$ cat config.mk
export PLATFORM = sky130hd
export DESIGN_NAME = uart_alu_sequencer
export DESIGN_NICKNAME = d
export VERILOG_FILES = /design/src/rtl/uart_alu_sequencer.sv
export SDC_FILE = /design/constraint.sdc
export NUM_CORES = 1
export LEC_CHECK = 0
export CAP_MARGIN = 20
export CORE_MARGIN = 8
export CORE_UTILIZATION = 54
export DETAILED_ROUTE_END_ITERATION = 8
export PLACE_DENSITY = 0.92
export SLEW_MARGIN = 20
export SYNTH_ARGS = -nofsm -noshare
export SYNTH_HDL_FRONTEND = slang
export SYNTH_SLANG_ARGS = --single-unit
$ cat constraint.sdc
create_clock -name i_clock -period 3.2 [get_ports i_clock]
set_input_delay 0.48 -clock i_clock [delete_from_list [all_inputs] [get_ports i_clock]]
set_output_delay 0.48 -clock i_clock [all_outputs]
set_load 0.05 [all_outputs]
$ cat src/rtl/uart_alu_sequencer.sv
// Frame sequencer: collects A, B, opcode bytes from the UART, runs the ALU, then hands the result to the TX side. Optional SEQ_OPCODE_CHECK_EN adds o_op_err.
// Latency: opcode byte at cycle N gives o_tx_data and the o_tx_signal pulse at N+2; the next frame is accepted the cycle after i_tx_done.
// Backpressure: none; bytes arriving outside GET_A/GET_B/GET_OP are dropped, and stalled frames are abandoned after TIMEOUT_CYCLES.
module uart_alu_sequencer #(
    parameter int DATA_WIDTH     = 8,
    parameter int SIZEOP         = 6,
    parameter int TIMEOUT_CYCLES = 1000000,
    parameter int CNT_WIDTH      = 20
) (
    input  logic                  i_clock,
    input  logic                  i_reset,
    input  logic                  i_rx_done,
    input  logic [DATA_WIDTH-1:0] i_rx_data,
    input  logic                  i_tx_done,
    input  logic [DATA_WIDTH-1:0] i_alu_result,
    output logic [DATA_WIDTH-1:0] o_alu_a,
    output logic [DATA_WIDTH-1:0] o_alu_b,
    output logic [SIZEOP-1:0]     o_alu_op,
    output logic                  o_tx_signal,
    output logic [DATA_WIDTH-1:0] o_tx_data,
    output logic                  o_busy,
    output logic                  o_timeout
`ifdef SEQ_OPCODE_CHECK_EN
    ,
    output logic                  o_op_err
`endif
);

    typedef enum logic [2:0] {
        GET_A   = 3'd0,
        GET_B   = 3'd1,
        GET_OP  = 3'd2,
        EXEC    = 3'd3,
        SEND    = 3'd4,
        WAIT_TX = 3'd5
    } state_t;

    localparam logic [CNT_WIDTH-1:0] CNT_LAST = CNT_WIDTH'(TIMEOUT_CYCLES - 1);

    state_t                state_q, state_d;
    logic [CNT_WIDTH-1:0]  cnt_q, cnt_d;
    logic [DATA_WIDTH-1:0] a_q, a_d, b_q, b_d, tx_data_q, tx_data_d;
    logic [SIZEOP-1:0]     op_q, op_d;
    logic                  tx_sig_q, tx_sig_d;
    logic                  timeout_q, timeout_d;
    logic                  expired;
    logic                  op_ok;
    logic                  err_q, err_d;

    assign expired = (cnt_q == CNT_LAST);

`ifdef SEQ_OPCODE_CHECK_EN
    assign op_ok = op_q inside {SIZEOP'(32'h20), SIZEOP'(32'h22), SIZEOP'(32'h24),
                                SIZEOP'(32'h25), SIZEOP'(32'h26), SIZEOP'(32'h27),
                                SIZEOP'(32'h03), SIZEOP'(32'h02)};
`else
    assign op_ok = 1'b1;
`endif

    always_ff @(posedge i_clock) begin
        if (i_reset) begin
            state_q <= GET_A;
        end else begin
            state_q <= state_d;
        end
    end

    always_comb begin
        state_d = state_q;
        case (state_q)
            GET_A:   if (i_rx_done) state_d = GET_B;
            GET_B:   if (i_rx_done) state_d = GET_OP;
                     else if (expired) state_d = GET_A;
            GET_OP:  if (i_rx_done) state_d = EXEC;
                     else if (expired) state_d = GET_A;
            EXEC:    state_d = SEND;
            SEND:    state_d = WAIT_TX;
            WAIT_TX: if (i_tx_done) state_d = GET_A;
            default: state_d = GET_A;
        endcase
    end

    // A received byte always beats timeout expiry in the same cycle.
    always_comb begin
        cnt_d     = cnt_q;
        a_d       = a_q;
        b_d       = b_q;
        op_d      = op_q;
        tx_data_d = tx_data_q;
        tx_sig_d  = 1'b0;
        timeout_d = 1'b0;
        err_d     = err_q;
        case (state_q)
            GET_A: begin
                if (i_rx_done) begin
                    a_d   = i_rx_data;
                    cnt_d = '0;
                end
            end
            GET_B: begin
                if (i_rx_done) begin
                    b_d   = i_rx_data;
                    cnt_d = '0;
                end else if (expired) begin
                    cnt_d     = '0;
                    timeout_d = 1'b1;
                end else begin
                    cnt_d = cnt_q + CNT_WIDTH'(1);
                end
            end
            GET_OP: begin
                if (i_rx_done) begin
                    op_d = i_rx_data[SIZEOP-1:0];
                end else if (expired) begin
                    cnt_d     = '0;
                    timeout_d = 1'b1;
                end else begin
                    cnt_d = cnt_q + CNT_WIDTH'(1);
                end
            end
            EXEC: begin
                tx_data_d = op_ok ? i_alu_result : DATA_WIDTH'(8'hEE);
                err_d     = ~op_ok;
                tx_sig_d  = 1'b1;
            end
            default: ;
        endcase
    end

    always_ff @(posedge i_clock) begin
        if (i_reset) begin
            cnt_q     <= '0;
            a_q       <= '0;
            b_q       <= '0;
            op_q      <= '0;
            tx_data_q <= '0;
            tx_sig_q  <= 1'b0;
            timeout_q <= 1'b0;
            err_q     <= 1'b0;
        end else begin
            cnt_q     <= cnt_d;
            a_q       <= a_d;
            b_q       <= b_d;
            op_q      <= op_d;
            tx_data_q <= tx_data_d;
            tx_sig_q  <= tx_sig_d;
            timeout_q <= timeout_d;
            err_q     <= err_d;
        end
    end

    assign o_alu_a     = a_q;
    assign o_alu_b     = b_q;
    assign o_alu_op    = op_q;
    assign o_tx_data   = tx_data_q;
    assign o_tx_signal = tx_sig_q;
    assign o_timeout   = timeout_q;
    assign o_busy      = (state_q != GET_A);
`ifdef SEQ_OPCODE_CHECK_EN
    assign o_op_err    = err_q;
`endif

endmodule

=== Word-level counts from Yosys, hierarchy flattened ===
Index checks and enable logic that the tools add are counted.

* Flip-flop bits (word level): 55
* Bits in latches: 0
* RAM bits: 0
* Bits in read-only memories: 0
* Input bits: 20
* Output and inout port bits: 33
* Word-level logic and storage cells: 42
* Memories kept: 0

* $add $sub $neg: 1
* Multiply operators: 0
* Divide/modulo/power cells: 0
* $lt $le $gt $ge: 0
* Equality and inequality tests: 9
* Shifts and indexed selects: 0
* Multiplexer cells: 13
* Bitwise operators: 1
* Reduce and logical (&&, ||, !) cells: 10

{| class="wikitable"
|+ Operator list
! kind !! count
|-
| 20-bit two-way mux || 4
|-
| 20-bit one-hot mux with 3 select lines || 1
|-
| 20-bit by 1-bit adder with 20-bit output (second input constant) || 1
|-
| 20-bit == test (second input constant) || 1
|-
| 3-bit one-hot mux with 6 select lines || 1
|-
| 3-bit two-way mux || 5
|-
| 2-bit AND reduction || 4
|-
| 3-bit by 2-bit == test with 1-bit output (second input constant) || 2
|-
| 3-bit == test (second input constant) || 2
|-
| 2-bit inequality test (second input constant) || 3
|-
| 3-bit nonzero test || 2
|-
| 3-bit by 1-bit == test with 1-bit output (second input constant) || 1
|-
| 3-bit logical NOT || 1
|-
| 3-bit AND reduction || 1
|-
| 3-bit OR reduction || 1
|-
| 1-bit two-way mux || 2
|-
| 2-bit OR reduction || 1
|-
| 1-bit inverter || 1
|}

=== Logic depth before layout (Yosys ltp) ===
* Word-level depth: 4
* Mapped depth: 7
* Depth with buffers taken out: 6

=== Worst setup path after synthesis ===
No wires, ideal clock.

* Path type: input port to flip-flop
* Start point: in i_rx_done
* End point: reg cnt_q[17]
* Arrival: 1826 ps
* Setup slack: 1258 ps
* Stages on the path: 7
* Path buffers: 2
* Cells stage by stage: clkbuf_1 > or3b_1 > a21o_1 > buf_2 > nor4_2 > xnor2_1 > nor2_1

* Word-level cells in the longest chain between the ends: 2

{| class="wikitable"
|+ RTL lines
! what !! line !! text
|-
| start, declared || 12 || <nowiki>input logic i_rx_done,</nowiki>
|-
| 20-bit two-way mux or 2-bit inequality test (tied branches) || - ||
|-
| 20-bit one-hot mux with 3 select lines or 3-bit AND reduction (tied branches) || - ||
|-
| end signal, assigned || 141 || <nowiki>cnt_q <= cnt_d;</nowiki>
|-
| end, declared || 41 || <nowiki>logic [CNT_WIDTH-1:0] cnt_q, cnt_d;</nowiki>
|}

Several ways; a longest one is shown, not always the timed one.
A chain may end at the register's enable or synchronous reset.

=== Worst setup path in the final report ===
* Start point: in i_rx_done
* End point: reg cnt_q[19]

Same word-level chain as after synthesis.

==> results.json <==
{
  "tightest_slew_ns": 0.7119,
  "endpoint_kind": "flip-flop",
  "critPathLaunchType": "primary input",
  "ys_ff_latch": 55,
  "grtUsageTotal_pct": 17.77,
  "syn2layout_area_growth_pct": 24.73,
  "grt_max_degree": 40,
  "reg2reg_from": "cnt_q[0]$_SDFFE_PP0P_",
  "cts_tree": "built",
  "hpwl_mm": 4.622,
  "max_freq_ghz": 0.4261,
  "slowest_stage": "clkdlybuf4s50_1",
  "first_global_vias": 2316,
  "dp.cells": 388,
  "syn_area_mm2": 0.002505,
  "place_ws_ns": 0.5598,
  "finalHoldViolCount": 0,
  "crit_family": "simple AND/OR/NAND/NOR gates",
  "fin_setup_tns_ns": 0,
  "clk_path_buf_depth": 2,
  "syn-num-nets": 319,
  "place_area_mm2": 0.003035,
  "core_mm2": 0.004414,
  "synth_edf_count": 0,
  "drtIter0Drc": 170,
  "yosysUniqueCellTypes": 44,
  "fin_util_pct": 70.78,
  "ant_nets": 0,
  "grt-ovfl-total": 0,
  "synthFlopType": "dfxtp_1",
  "synthCells": 298,
  "slowest_delay_ns": 0.55,
  "final-instance-count-excl-fill": 396,
  "wire_per_inst_um": 16.28,
  "cts-buffers-inserted": 5,
  "seq_area_frac_synth_pct": 43.96,
  "die-height_um": 84.11,
  "clock_skew_ns": 0.003712,
  "root_buffer": "clkbuf_8",
  "leakage_nw": 1.088,
  "num-nets-final": 364,
  "cts_setup_buffers": 0,
  "min_from": "o_alu_a[2]$_SDFFE_PP0P_",
  "fin_ws_ns": 0.8534,
  "antenna_found_initial": 0,
  "period_share_pct": 73.33,
  "hold_buffers": 0,
  "whs_path_depth": 2,
  "critical_path_class": "primary input to flip-flop",
  "crit_arrival_ns": 2.55,
  "p_per_area_mw_per_mm2": 421.9,
  "drv_slew": 0,
  "vias": 2362,
  "stdcell_area_mm2": 0.003124,
  "hold_path.class": "flip-flop to flip-flop",
  "h-tree-depth": 2,
  "clock_sinks": 55,
  "viasPerCell": 5.965,
  "die-width_um": 84.11,
  "reg2reg_setup_slack_ns": 0.93,
  "timing.rr.end": "cnt_q[18]$_SDFFE_PP0P_",
  "dieArea_mm2": 0.007074,
  "maxCapViolCount": 0,
  "cp.required_ns": 3.41,
  "status": "finished, final reports clean",
  "path_cells": "clkdlybuf4s50_1, or3b_1, a21o_1, nor4_1, xnor2_1, nor2_1",
  "post-route-drc-count": 0,
  "worstSkewPairLatency_ns": 0.30,
  "drive_gt1_share_pct": 6.395,
  "grt_pass1_wl_mm": 10.61,
  "synth_warnings": 0,
  "drtPass1Iterations": 4,
  "initial_core_util_pct": 56.75,
  "diodes": 0,
  "fillers": 324,
  "clkTransAtPathRegs_ns": 0.10,
  "gp_congestion": 0.7952,
  "vdd_drop_max_v": 0.0003668,
  "cp_max_fo": 20,
  "hold_ws_ns": 0.4590,
  "setup_viol": 0,
  "rsz0062_at_grt": "no",
  "drt-total-wl_mm": 6.445,
  "reg2regPathDepth": 6,
  "synthArstFlopShare_pct": 0,
  "postSynthAreaPerCell_um2": 8.406,
  "rows": 24,
  "cp_num_buf_inv": 1,
  "power_mw": 1.318,
  "io_pins": 53,
  "relSlewSlack_pct": 52.54,
  "cts_resized": 0,
  "fin_crit_ns": 2.347,
  "io_buffer_count": 52,
  "hold_end": "o_alu_a[2]$_SDFFE_PP0P_"
}
## how the worst max path moves through the flow
stage / start / to / slack (ns) / cells past startpoint
floorplan: i_rx_done / cnt_q[17]$_SDFFE_PP0P_ / 1.26 / 7
global placement: i_rx_done / cnt_q[19]$_SDFFE_PP0P_ / 0.61 / 6
detailed placement: i_rx_done / cnt_q[19]$_SDFFE_PP0P_ / 0.56 / 6
CTS: i_rx_done / cnt_q[19]$_SDFFE_PP0P_ / 0.87 / 6
global route: i_rx_done / cnt_q[19]$_SDFFE_PP0P_ / 0.76 / 6
finish: i_rx_done / cnt_q[19]$_SDFFE_PP0P_ / 0.85 / 6
## area by class of cell
class,count,area [µm²],area share [%]
inverters,5,18.77,0.6007
multi-input cells,218,1290,41.29
clock inverters,3,20.02,0.6408
well taps,52,65.06,2.082
clock buffers,5,68.82,2.203
flip-flops and latches,55,1101,35.24
repair buffers,58,560.5,17.94
## flip-flops by register name, summed over array words and instances (netlist names)
| name | flops |
|---|---|
| o_tx_data | 8 |
| o_alu_b | 8 |
| o_timeout | 1 |
| o_alu_op | 6 |
| state_q | 3 |
| o_tx_signal | 1 |
| cnt_q | 20 |
| o_alu_a | 8 |
## synth_stat cells, drive strengths merged, types with 8 or more instances
cell	n	area share [%]
dfxtp	55	44
nand2	40	6.0
nor2	35	5.2
nand3	25	5.0
mux2i	22	8.8
a21oi	17	3.7
clkbuf	12	1.8
a31oi	10	2.5
nor4	9	3.1
buf	8	2.0
## worst min-delay path, delay by kind of cell (launching register included)
kind / cells / cell delay, ns
flip-flops: 1 / 0.32
AND/OR/NAND/NOR: 1 / 0.05
AO/OA/AOI/OAI: 1 / 0.05
## per-layer routing
layer / GRT usage (%) / part of all wire [%] / vias to the layer above
li1: - / - / 1156
met1: 20.28 / 42 / 1110
met2: 30.01 / 49 / 79
met3: 5.664 / 6.7 / 17
met4: 6.750 / 2.3 / 0
met5: 0 / 0 / -
## placed cells by master, fill, tap and decap left out, types with 2 or more instances in the layout
master / instances
clkbuf_8: 5
a21oi_2: 2
o21ai_0: 4
nor3_1: 5
mux2i_1: 22
nand2b_1: 5
and3_1: 5
nand2_1: 40
nand3b_1: 4
dfxtp_1: 55
nor2_1: 35
nor4_1: 7
a211oi_1: 2
buf_4: 6
nand4_1: 4
o211ai_1: 5
clkdlybuf4s50_1: 51
xnor2_1: 3
nand3_1: 25
clkinvlp_4: 2
inv_1: 5
a21oi_1: 15
or3_1: 5
a31oi_1: 10
## power breakdown
group | switching (mW) | leakage, nW | internal, mW
Sequential | 0.0139 | 0.445 | 0.700
Clock | 0.231 | 0.0402 | 0.153
Combinational | 0.140 | 0.602 | 0.0800
## cells by family (layout without fill, tap and decap cells)
kind of cell | after synthesis | in the layout | synth area share [%]
fa+ha+maj | 1 | 1 | 0.4994
flops | 55 | 55 | 43.96
simple gates | 143 | 143 | 28.37
compound gates | 49 | 49 | 12.79
mux | 22 | 22 | 8.791
buf+inv | 25 | 71 | 4.545
xor+xnor | 3 | 3 | 1.049
Power figures use the tool's default switching activity.
